===== src/rtl/ring_pkg.sv =====
// rtl/ring_pkg.sv - shared types and constants for the ring counter monitor
package ring_pkg;

  localparam int RING_W       = 4;
  localparam int LOCK_CNT_DEF = 4;

  typedef enum logic [1:0] {
    UNLOCKED = 2'd0,
    ACQUIRE  = 2'd1,
    LOCKED   = 2'd2
  } state_e;

  // Expected successor of a ring sample: rotate left by one position
  function automatic logic [RING_W-1:0] rotl1(input logic [RING_W-1:0] v);
    return {v[RING_W-2:0], v[RING_W-1]};
  endfunction

endpackage


===== src/rtl/onehot_enc.sv =====
// rtl/onehot_enc.sv - one-hot to binary encoder with exact one-hot check
module onehot_enc
  import ring_pkg::*;
(
  input  logic [RING_W-1:0] vec_i,
  output logic [1:0]        idx_o,
  output logic              valid_o
);

  // Only the four exact one-hot patterns are valid; anything else reports index 0
  always_comb begin
    idx_o   = 2'd0;
    valid_o = 1'b1;
    case (vec_i)
      4'b0001: idx_o = 2'd0;
      4'b0010: idx_o = 2'd1;
      4'b0100: idx_o = 2'd2;
      4'b1000: idx_o = 2'd3;
      default: valid_o = 1'b0;
    endcase
  end

endmodule


===== src/rtl/ring_monitor.sv =====
// rtl/ring_monitor.sv - lock/error monitor for an upstream one-hot ring counter
module ring_monitor
  import ring_pkg::*;
#(
  parameter int unsigned LOCK_CNT = LOCK_CNT_DEF
) (
  input  logic              Clock,
  input  logic              Reset,
  input  logic [RING_W-1:0] Ring_in,
  input  logic              Clear_err,
  output logic [1:0]        Phase,
  output logic              Phase_valid,
  output logic              Lock,
  output logic [7:0]        Rotation_count,
  output logic              Err_sticky,
  output logic [3:0]        Err_count
);

  localparam logic [3:0] LOCK_CNT4 = 4'(LOCK_CNT);

  logic [RING_W-1:0] ring_q;
  logic [1:0]        phase_q;
  logic              phase_valid_q;
  state_e            state_q, state_d;
  logic [3:0]        good_cnt_q, good_cnt_d;
  logic              lock_q;
  logic [7:0]        rot_q, rot_d;
  logic              err_sticky_q, err_sticky_d;
  logic [3:0]        err_cnt_q, err_cnt_d;

  logic [1:0]        enc_idx;
  logic              enc_valid;
  logic              legal;
  logic              err_evt;

  onehot_enc u_enc (
    .vec_i   (Ring_in),
    .idx_o   (enc_idx),
    .valid_o (enc_valid)
  );

  assign legal = enc_valid && (Ring_in == rotl1(ring_q));

  // Lock-acquisition FSM: count consecutive legal advances, drop out on any bad sample
  always_comb begin
    state_d    = state_q;
    good_cnt_d = good_cnt_q;
    err_evt    = 1'b0;
    case (state_q)
      UNLOCKED: begin
        if (legal) begin
          good_cnt_d = 4'd1;
          state_d    = (LOCK_CNT4 == 4'd1) ? LOCKED : ACQUIRE;
        end else begin
          good_cnt_d = 4'd0;
        end
      end
      ACQUIRE: begin
        if (legal) begin
          good_cnt_d = good_cnt_q + 4'd1;
          if (good_cnt_d == LOCK_CNT4) state_d = LOCKED;
        end else begin
          state_d    = UNLOCKED;
          good_cnt_d = 4'd0;
          err_evt    = 1'b1;
        end
      end
      LOCKED: begin
        if (!legal) begin
          state_d    = UNLOCKED;
          good_cnt_d = 4'd0;
          err_evt    = 1'b1;
        end
      end
      default: begin
        state_d    = UNLOCKED;
        good_cnt_d = 4'd0;
      end
    endcase
  end

  // Error bookkeeping and rotation counting; a coincident error overrides a clear
  always_comb begin
    err_sticky_d = err_sticky_q;
    err_cnt_d    = err_cnt_q;
    rot_d        = rot_q;
    if (err_evt) begin
      err_sticky_d = 1'b1;
      if (Clear_err)                err_cnt_d = 4'd1;
      else if (err_cnt_q != 4'd15)  err_cnt_d = err_cnt_q + 4'd1;
    end else if (Clear_err) begin
      err_sticky_d = 1'b0;
      err_cnt_d    = 4'd0;
    end
    if (legal && (state_q == LOCKED) && (Ring_in == 4'b0001)) rot_d = rot_q + 8'd1;
  end

  // State registers; reset places the monitor in step with the upstream counter's 0001
  always_ff @(posedge Clock or posedge Reset) begin
    if (Reset) begin
      ring_q        <= 4'b0001;
      phase_q       <= 2'd0;
      phase_valid_q <= 1'b1;
      state_q       <= UNLOCKED;
      good_cnt_q    <= 4'd0;
      lock_q        <= 1'b0;
      rot_q         <= 8'd0;
      err_sticky_q  <= 1'b0;
      err_cnt_q     <= 4'd0;
    end else begin
      ring_q        <= Ring_in;
      if (enc_valid) phase_q <= enc_idx;
      phase_valid_q <= enc_valid;
      state_q       <= state_d;
      good_cnt_q    <= good_cnt_d;
      lock_q        <= (state_d == LOCKED);
      rot_q         <= rot_d;
      err_sticky_q  <= err_sticky_d;
      err_cnt_q     <= err_cnt_d;
    end
  end

  assign Phase          = phase_q;
  assign Phase_valid    = phase_valid_q;
  assign Lock           = lock_q;
  assign Rotation_count = rot_q;
  assign Err_sticky     = err_sticky_q;
  assign Err_count      = err_cnt_q;

endmodule


===== config.mk =====
export PLATFORM = sky130hd
export DESIGN_NAME = ring_monitor
export DESIGN_NICKNAME = d
export VERILOG_FILES = /design/src/rtl/ring_pkg.sv /design/src/rtl/onehot_enc.sv /design/src/rtl/ring_monitor.sv
export SDC_FILE = /design/constraint.sdc
export NUM_CORES = 1
export LEC_CHECK = 0
export CAP_MARGIN = 20
export CORE_AREA = 2 2 58 60
export DETAILED_ROUTE_END_ITERATION = 7
export DIE_AREA = 0 0 60 62
export PLACE_DENSITY = 0.78
export SYNTH_ARGS = -nofsm -noshare
export SYNTH_HDL_FRONTEND = slang
export SYNTH_HIERARCHICAL = 1
export SYNTH_SLANG_ARGS = --single-unit

===== constraint.sdc =====
create_clock -name Clock -period 1.5 [get_ports Clock]
set_input_delay 0.15 -clock Clock [delete_from_list [all_inputs] [get_ports Clock]]
set_output_delay 0.15 -clock Clock [all_outputs]
set_load 0.03 [all_outputs]

==> reports/qor.txt <==
Share of power burned in registers -> 50.0%
CP arrival -> 2050 ps
Num CTS Buffers -> 3
Clock root buffer -> clkbuf_4
Die Area -> 3720 sq um
H-tree depth -> 1
Result of the run -> complete, but fails checks
Worst-Skew Late Latency -> 330 ps
Row Count -> 21
Final instance area -> 1950 sq um
ANT nets after route -> 0
Most common cell after layout, fill and taps aside -> dfrtp_1
Most used DFF post-synth -> dfrtp_1
Die width -> 60 um
Maxcap violations -> 0
Kind of critical path -> reg -> reg
Switching share of power -> 33.0%
Placer congestion estimate -> 0.767
Cells after synthesis -> 131
Die Y -> 62 um
Seq/Total Area, Yosys -> 49.6%
Clock buffer depth -> 2
GR Util All Layers -> 17.0%
CP max stage cell -> or3b_4
# hold bufs at CTS -> 0
Peak Freq -> 566 MHz
Avg Cell Area, Syn -> 10.4 sq um
Minimum clock period -> 1770 ps
Final Total Pwr -> 1.63 mW
DP HPWL -> 2.17 mm
Ys Warns -> 6
Cell Chain, Critical Path -> ha_2, or3b_4, nor2_4, a31oi_2, a2111oi_4, and3_1
Fill count -> 260
Initial antenna violation count -> 0
Nets -> 194
Static Leak -> 0.996 nW
R2r worst-path depth -> 6
Avg WL per Cell -> 13.1 um
Commonest cells after routing, fill and taps aside -> dfrtp_1, buf_4, dlygate4sd2_1, nor2_1, a21oi_1
# diodes -> 0
Area Growth Syn to Fin -> 42.9%
Worst Path Required -> 1780 ps
Largest net degree at the start of global routing -> 28
Post-synth cell types -> 35
Iteration-0 DRC Markers -> 40
Pwr dens -> 835 nW/um^2
Comb pwr share -> 30.8%
Mapped Area -> 1370 sq um
Register bit total from synthesis -> 27
Synthesized Nets -> 145
RSZ-0062 raised after global routing -> true
Worst Max-Slew Pin Slew -> 341 ps
Crit end category -> flop
First-pass iteration count of the detailed router -> 4
Count of final max-slew check failures -> 0
Critical Path Source Type -> flop
CP Max Fanout -> 3
Core area -> 3180 sq um
Number of global-route vias before repair -> 1143
Setup crit start -> good_cnt_q[1]$_DFFE_PP0N_
Top routing layer used -> met4
Final critical-path share of the clock period -> 118%
Internal power -> 1.09 mW
Final setup fails -> 10
Worst-path clk slew -> 140 ps
Via/cell ratio -> 4.90
Sink Count -> 27
P_sw -> 539 uW
CP peak stage delay -> 400 ps
Max IR drop VDD -> 351 uV
Number of synthesized flops with an enable pin -> 0
CP Capture Point -> Lock$_DFF_PP0_
Final WL -> 2.94 mm
Setup TNS -> -795 ps
Violated checks -> setup timing
Final worst slack -> -266 ps
# port buffers -> 23
Metal2 WL -> 1.56 mm
Endpoints failing hold -> 0
Layout Skew -> 5.10 ps
Reg2reg start -> good_cnt_q[1]$_DFFE_PP0N_
R2r setup slk -> -270 ps
Worst path bufs/invs -> 0
Worst hold-check path type -> in -> async
Wire length on met3 -> 111 um
Vias -> 1102
Share of layout cells above drive strength 1 -> 31.3%
Worst slew margin -> 77.2%
Worst path top cell family by delay -> simple AND/OR/NAND/NOR gates
Critical R2R Capture -> Lock$_DFF_PP0_
Critical path depth -> 6
Ys async rst share -> 100%
Grt ovf -> 0
DP Area -> 1820 sq um
CTS tree -> done
Starting density of the core -> 43.0%
I/O pins -> 24
First-pass GRT wire length -> 4.75 mm
Clock Power Share -> 19.2%
# DRC -> 0
Routed length on met1 -> 1.22 mm
-- area by class of cell --
class	count	area [sq um]	share of cell area, %
inverter	7	26.3	1.35
sequential	27	679	34.8
multi-input combinational	94	774	39.7
clock buffer	3	22.5	1.15
tap	46	57.6	2.95
clock inverter	1	5.00	0.256
timing repair buffer	47	388	19.9
-- cell usage after synthesis, drive strengths merged (3+ instances only) --
master   n  area (sq um)
dfrtp   25           626
mux2     3          33.8
and3     6          37.5
a21oi    9          45.0
nand2    8          30.0
ha       7          87.6
nor2    15          56.3
xnor2    9          78.8
nand3    4          20.0
xor2     5          43.8
and2     3          21.3
inv      7          26.3
a31oi    3          18.8
o21ai    3          15.0
-- worst register-to-register path, delay by kind of cell (launching register included) --
family | cells | cell delay, ps
AOI/OAI and AO/OA | 2 | 430
adders and majority gates | 1 | 200
DFF | 1 | 390
and+or+nand+nor | 3 | 700
-- sequential cells by signal, summed over array words and instances (netlist names) --
| signal | flops |
|---|---|
| Rotation_count | 8 |
| Err_count | 4 |
| good_cnt_q | 4 |
| ring_q | 4 |
| Phase | 2 |
| state_q | 2 |
| Err_sticky | 1 |
| Lock | 1 |
| Phase_valid | 1 |
-- timing repair --
action	CTS	global route
setup buffers	0	1
endpoints found under the setup margin	37	13
pin swaps	6	11
resized for setup	34	14
-- through the flow --
step | cells | utilization [%] | hold slack [ps] | setup WS, ps
floorplan | 131 | - | 154 | -39.7
global route | 225 | 61.4 | 174 | -337
detailed placement | 220 | 57.4 | 456 | -622
CTS | 224 | 58.7 | 169 | -179
finish | 225 | 61.4 | 171 | -266
global placement | 220 | 57.4 | 457 | -515
-- worst min-delay path by stage --
stage	from	to	depth (start not counted)
2_1_floorplan	Ring_in[0]	ring_q[0]$_DFF_PP1_	0
3_3_place_gp	Rotation_count[7]$_DFFE_PP0P_	Rotation_count[7]$_DFFE_PP0P_	1
3_5_place_dp	Rotation_count[7]$_DFFE_PP0P_	Rotation_count[7]$_DFFE_PP0P_	1
4_1_cts	Reset	Rotation_count[4]$_DFFE_PP0P_	3
5_1_grt	Reset	Rotation_count[7]$_DFFE_PP0P_	3
6_report	Reset	Rotation_count[4]$_DFFE_PP0P_	3
-- cells by family (layout without fill, tap and decap cells) --
logic type / after synthesis / after routing / synth area share, %
AND/OR/NAND/NOR: 47 / 47 / 17.8
flip-flops: 27 / 27 / 49.6
AO/OA/AOI/OAI: 22 / 22 / 10.6
XOR/XNOR: 14 / 14 / 8.97
buffers and inverters: 10 / 58 / 3.39
adder cells (fa/ha/maj): 7 / 7 / 6.41
multiplexers: 4 / 4 / 3.20
-- power by group through the flow --
stage / combinational (mW) / sequential, mW / clock (mW)
final: 0.503 / 0.815 / 0.314
after global routing: 0.551 / 0.821 / 0.355
after CTS: 0.476 / 0.817 / 0.328
after detailed placement: 0.490 / 0.830 / 0
after global placement: 0.476 / 0.827 / 0
after floorplan: 0.190 / 0.902 / 0
-- metal layers --
| metal | up-vias | track usage (%) |
|---|---|---|
| li1 | 548 | - |
| met1 | 527 | 18.6 |
| met2 | 22 | 31.8 |
| met3 | 5 | 3.31 |
| met4 | 0 | 7.62 |
| met5 | - | 0 |
No activity file was read; power rests on OpenSTA's default activity.
==> variant 1: new RTL, same flow settings <==
The output `Phase_valid` loses its register stage (`phase_valid_q` becomes a continuous assignment).
--- a/src/rtl/ring_monitor.sv
+++ b/src/rtl/ring_monitor.sv
@@ -102,3 +102,2 @@
       phase_q       <= 2'd0;
-      phase_valid_q <= 1'b1;
       state_q       <= UNLOCKED;
@@ -112,3 +111,2 @@
       if (enc_valid) phase_q <= enc_idx;
-      phase_valid_q <= enc_valid;
       state_q       <= state_d;
@@ -121,2 +119,4 @@
   end
+
+  assign phase_valid_q = enc_valid;
 
Check against the original RTL: not equivalent (a bounded check fails within 4 cycles, from zero or initial values and one cycle with Reset high).
==> variant 1 against the original RTL <==
- the flow still finishes with violations (negative setup slack)
- combinational power down 4.2%
- total power rose by 6.8%
- routed wire length fell by 3.0%
- setup slack better by 0.14 ns
- area after synthesis down 1.9%
- design area is 0.38% lower
- sequential cell count is 1 lower
- maximum frequency grew 8.5%
- critical endpoint unchanged
- largest cell class unchanged
==> variant 1: results (changes against the original RTL) <==
| Metric | Value |
|---|---|
| # fillers | `266 (was 260)` |
| First-pass GRT wire length | `4.64 mm (was 4.75 mm)` |
| Clk root buf | `clkbuf_4 (unchanged)` |
| Failing checks | `negative setup slack (unchanged)` |
| Vias in the first global route | `1085 (was 1143)` |
| Drt total wl | `2.85 mm (was 2.94 mm)` |
| Antenna fix cells | `0 (unchanged)` |
| Syn Inst Count | `130 (was 131)` |
| Setup TNS | `-0.271 ns (was -0.795 ns)` |
| Register area share after synthesis | `48.6% (was 49.6%)` |
| R2R depth | `6 (unchanged)` |
| Post-Place Worst Slack | `-0.571 ns (was -0.622 ns)` |
| Post-Place Cells | `216 (was 220)` |
| Worst VDD drop | `522 uV (was 351 uV)` |
| Initial antenna violation count | `0 (unchanged)` |
| MaxCap Viol Count | `0 (unchanged)` |
| CTS clk-pin slew, worst paths | `0.14 ns (about the same)` |
| Hpwl dp | `2.02 mm (was 2.17 mm)` |
| Final Skew | `0.00209 ns (was 0.00510 ns)` |
| Largest register FFs | `8 (unchanged)` |
| Syn Nets | `144 (was 145)` |
| Hold WC Path Type | `input port to async pin (unchanged)` |
| Synth warn | `6 (unchanged)` |
| Vias per cell | `4.85 (was 4.90)` |
| Distinct cells, synth | `35 (unchanged)` |
| Worst setup path endpoint | `Lock$_DFF_PP0_ (unchanged)` |
| Final setup viols | `5 (was 10)` |
| DR pass1 iterations | `4 (unchanged)` |
| H-tree Lvls | `1 (unchanged)` |
| Largest net degree at the start of global routing | `27 (was 28)` |
| Worst setup startpoint | `good_cnt_q[1]$_DFFE_PP0N_ (unchanged)` |
| Clock latency on the worst-skew pair | `0.31 ns (was 0.33 ns)` |
| Outcome | `finished with violations (unchanged)` |
| Setup ws final | `-0.128 ns (was -0.266 ns)` |
| Fin nets | `194 (unchanged)` |
| Reg2reg start | `good_cnt_q[1]$_DFFE_PP0N_ (unchanged)` |
| Initial DRC count | `12 (was 40)` |
| WL/cell | `12.7 um (was 13.1 um)` |
| P_leak | `0.976 nW (was 0.996 nW)` |
| Share of cells above drive strength 1 | `30.2% (was 31.3%)` |
| Dominant register cell in the synthesized netlist | `dfrtp_1 (unchanged)` |
| Crit path max fanout | `2 (was 3)` |
| Final Wtd Congestion | `0.852 (was 0.767)` |
| Actual slew at the worst max-slew pin | `0.340 ns (was 0.341 ns)` |
| CP arrival | `1.89 ns (was 2.05 ns)` |
| Post-synth top cells | `25 x dfrtp_1, 15 x nor2_1, 9 x a21oi_1, 9 x xnor2_1, 8 x nand2_1 (unchanged)` |
| Synth area leaders | `dfrtp_1 47%, ha_1 6.5%, xnor2_1 5.9%, nor2_1 4.2%, a21oi_1 3.4% (was dfrtp_1 46%, ha_1 6.4%, xnor2_1 5.8%, nor2_1 4.1%, dfstp_2 3.8%)` |
| Asr flop ratio synth | `100% (unchanged)` |
| All-Layer GR Usage | `16.1% (was 17.0%)` |
## variant 1: cell count changes after synthesis, sizes merged
| cell | change |
|---|---|
| dfstp | -1 |
## variant 1: stage by stage
step           instance area (um^2)  hold WS, ns
2_1_floorplan                  1380        0.154
4_1_cts                        1880        0.174
3_5_place_dp                   1790        0.462
6_report                       1950        0.174
5_1_grt                        1950        0.245
3_3_place_gp                   1790        0.460
## variant 1: worst min path at each step
stage,depth (start not counted),to,slack (ns)
6_report,3,Rotation_count[3]$_DFFE_PP0P_,0.17
4_1_cts,3,good_cnt_q[2]$_DFFE_PP0N_,0.17
2_1_floorplan,0,ring_q[0]$_DFF_PP1_,0.15
3_3_place_gp,1,Rotation_count[7]$_DFFE_PP0P_,0.46
5_1_grt,3,Rotation_count[3]$_DFFE_PP0P_,0.24
3_5_place_dp,1,Rotation_count[7]$_DFFE_PP0P_,0.46
## variant 1: cell type report
type,count,area (um^2),share of cell area [%]
clock inverter,1,30.0,1.54
multi-input combinational,94,762,39.2
inverter,7,26.3,1.35
tap,46,57.6,2.96
clock buffer,3,22.5,1.16
sequential,26,653,33.6
timing repair buffer,48,394,20.3
## variant 1: repair_timing
action                                  4_1_cts  5_1_grt
endpoints found under the setup margin       35       12
gates resized for setup                      27       12
gates cloned                                  0        0
pin swaps                                     5        6
setup buffers                                 3        2
hold buffers                                  0        0
hold endpoints to repair                      0        0
## variant 1: cells by family after synthesis
group,count (synthesis),synth area share [%]
simple gates,47,18.1
flops,26,48.6
compound gates,22,10.8
xor+xnor,14,9.15
buf+inv,10,3.45
fa+ha+maj,7,6.54
mux,4,3.27
## variant 1: per-layer routing
| metal | GRT usage (%) | vias to the layer above | wire length, um |
|---|---|---|---|
| met5 | 0 | - | 0 |
| met4 | 5.08 | 0 | 17 |
| met3 | 1.45 | 2 | 91 |
| met2 | 28.1 | 18 | 1480 |
| met1 | 21.2 | 523 | 1260 |
| li1 | - | 549 | - |
## variant 1: worst max-delay path, cell delays in order, from the launching register on
cell	delay [ns]
dfrtp_1	0.38
ha_2	0.18
or3b_4	0.39
nor2_4	0.11
a31oi_4	0.10
a2111oi_4	0.21
and3_1	0.20
## variant 1: report_power, final
group | switching (mW) | internal [mW]
registers | 0.0346 | 0.750
clock network | 0.205 | 0.270
logic | 0.281 | 0.202
total | 0.520 | 1.22
==> variant 2: new RTL, same settings <==
Without the edit above. Set the package constant `RING_W` to 3 (it was 4).
--- a/src/rtl/ring_pkg.sv
+++ b/src/rtl/ring_pkg.sv
@@ -3,3 +3,3 @@
 
-  localparam int RING_W       = 4;
+  localparam int RING_W       = 3;
   localparam int LOCK_CNT_DEF = 4;
Ports: changed (resized Ring_in); port bits go from 24 to 23. The function was not compared with the original's and may differ.
==> variant 2 against the original RTL <==
- the run still ends with negative setup slack left
- setup slack lost 0.011 ns
- final cell count up 5.8%
- area after synthesis is 1.2% higher
- combinational power is 48% higher
- total power rose by 16%
- routed wire length is 11% higher
- design area increased by 12%
- sequential cell count is 1 lower
- count of clock-buffer cells in the layout is 1 higher
==> variant 2: results (changes against the original RTL) <==
| Metric | Value |
|---|---|
| Outcome | `finished with violations (unchanged)` |
| Failing checks | `negative setup slack (unchanged)` |
| First-pass GRT wire length | `5.61 mm (was 4.75 mm)` |
| Grt met1 use | `25.1% (was 18.6%)` |
| Cell family with most CP delay | `compound AO/OA/AOI/OAI gates (was simple AND/OR/NAND/NOR gates)` |
| Mux share of post-synthesis cell area | `2.44% (was 3.21%)` |
| Crit path max fanout | `4 (was 3)` |
| Initial DRC count | `18 (was 40)` |
| Synth warn | `6 (unchanged)` |
| Worst setup startpoint | `ring_q[1]$_DFF_PP0_ (was good_cnt_q[1]$_DFFE_PP0N_)` |
| Vias in the first global route | `1259 (was 1143)` |
| Final Skew | `0.00539 ns (was 0.00510 ns)` |
| Final setup viols | `20 (was 10)` |
| Port bufs | `22 (was 23)` |
| All-Layer GR Usage | `20.0% (was 17.0%)` |
| Gr ovfl total | `0 (unchanged)` |
| Synth Area in Adders | `7.24% (was 6.41%)` |
| CTS buffer count | `3 (unchanged)` |
| Largest net degree at the start of global routing | `27 (was 28)` |
| Final Wtd Congestion | `0.857 (was 0.767)` |
| Hpwl dp | `2.30 mm (was 2.17 mm)` |
| Worst VDD drop | `641 uV (was 351 uV)` |
| Hold WC Path Type | `input port to flip-flop (was input port to async pin)` |
| Vias per cell | `5.11 (was 4.90)` |
| Max incr delay on CP | `0.43 ns (was 0.40 ns)` |
| Drt total wl | `3.27 mm (was 2.94 mm)` |
| Synth Area in XOR/XNOR | `7.51% (was 8.97%)` |
| Critical-path cell with the highest stage delay | `dfrtp_1 (was or3b_4)` |
| CP arrival | `2.02 ns (was 2.05 ns)` |
| Post-Place Cells | `227 (was 220)` |
| P_leak | `1.09 nW (was 0.996 nW)` |
| Share of cells above drive strength 1 | `41.7% (was 31.3%)` |
| Actual slew at the worst max-slew pin | `0.432 ns (was 0.341 ns)` |
| Register area share after synthesis | `47.2% (was 49.6%)` |
| Post-synthesis compound-gate area fraction | `11.0% (was 10.6%)` |
| Synth area leaders | `dfrtp_1 43%, ha_1 7.2%, dfstp_2 3.8%, xor2_1 3.8%, xnor2_1 2.5% (was dfrtp_1 46%, ha_1 6.4%, xnor2_1 5.8%, nor2_1 4.1%, dfstp_2 3.8%)` |
| Distinct cells, synth | `41 (was 35)` |
| GRT met2 Usage | `36.2% (was 31.8%)` |
| Initial antenna violation count | `0 (unchanged)` |
| CTS clk-pin slew, worst paths | `0.14 ns (about the same)` |
| Setup ws final | `-0.277 ns (was -0.266 ns)` |
| Syn Nets | `142 (was 145)` |
| Synthesized area per cell | `10.8 um^2 (was 10.4 um^2)` |
| Post-synth top cells | `24 x dfrtp_1, 8 x ha_1 (was 25 x dfrtp_1, 15 x nor2_1, 9 x a21oi_1, 9 x xnor2_1, 8 x nand2_1)` |
| Fin nets | `207 (was 194)` |
| Finished Layout Cells | `238 (was 225)` |
-- variant 2: what timing repair did --
action / in CTS / in global routing
resized for setup: 31 / 28
setup buffers: 5 / 3
pin swaps: 10 / 9
endpoints found under the setup margin: 37 / 20
-- variant 2: layout make-up --
class | instances | area (um^2)
clock buffer | 4 | 36.3
fill | 238 | 991
inverter | 7 | 26.3
multi-input combinational | 93 | 901
sequential | 26 | 653
tap | 46 | 57.6
timing repair buffer | 62 | 514
-- variant 2: worst paths after layout --
| check | slack, ns | cells past startpoint | end |
|---|---|---|---|
| worst max register to register | -0.28 | 5 | Lock$_DFF_PP0_ |
| worst min-delay path | 0.16 | 1 | ring_q[1]$_DFF_PP0_ |
| max in group asynchronous | 1.04 | 3 | ring_q[0]$_DFF_PP1_ |
| min in group asynchronous | 0.17 | 3 | Phase[0]$_DFFE_PP0P_ |
| worst min register to register | 0.48 | 1 | Rotation_count[7]$_DFFE_PP0P_ |
| worst max-delay path | -0.28 | 5 | Lock$_DFF_PP0_ |
-- variant 2: per-stage QoR --
stage          area [um^2]  power [mW]  utilization (%)  worst slack (ns)  setup TNS (ns)
3_5_place_dp          1940        1.40             61.2            -0.738          -11.99
5_1_grt               2190        1.99             68.8            -0.378           -4.32
3_3_place_gp          1940        1.39             61.2            -0.608          -10.27
2_1_floorplan         1440        1.13                -            -0.174           -1.85
4_1_cts               2050        1.79             64.4            -0.265           -2.66
6_report              2190        1.89             68.8            -0.277           -2.68
-- variant 2: layer usage --
metal	share of wire, %	up-vias	routed length [um]
met5	0	-	0
met4	0.95	0	31
met3	2.2	5	71
met2	55	13	1790
met1	42	597	1380
li1	-	602	-
-- variant 2: report_power, final --
group	total [mW]	internal, mW	switching (mW)
clock network	0.358	0.149	0.209
registers	0.785	0.756	0.0290
logic	0.743	0.351	0.392
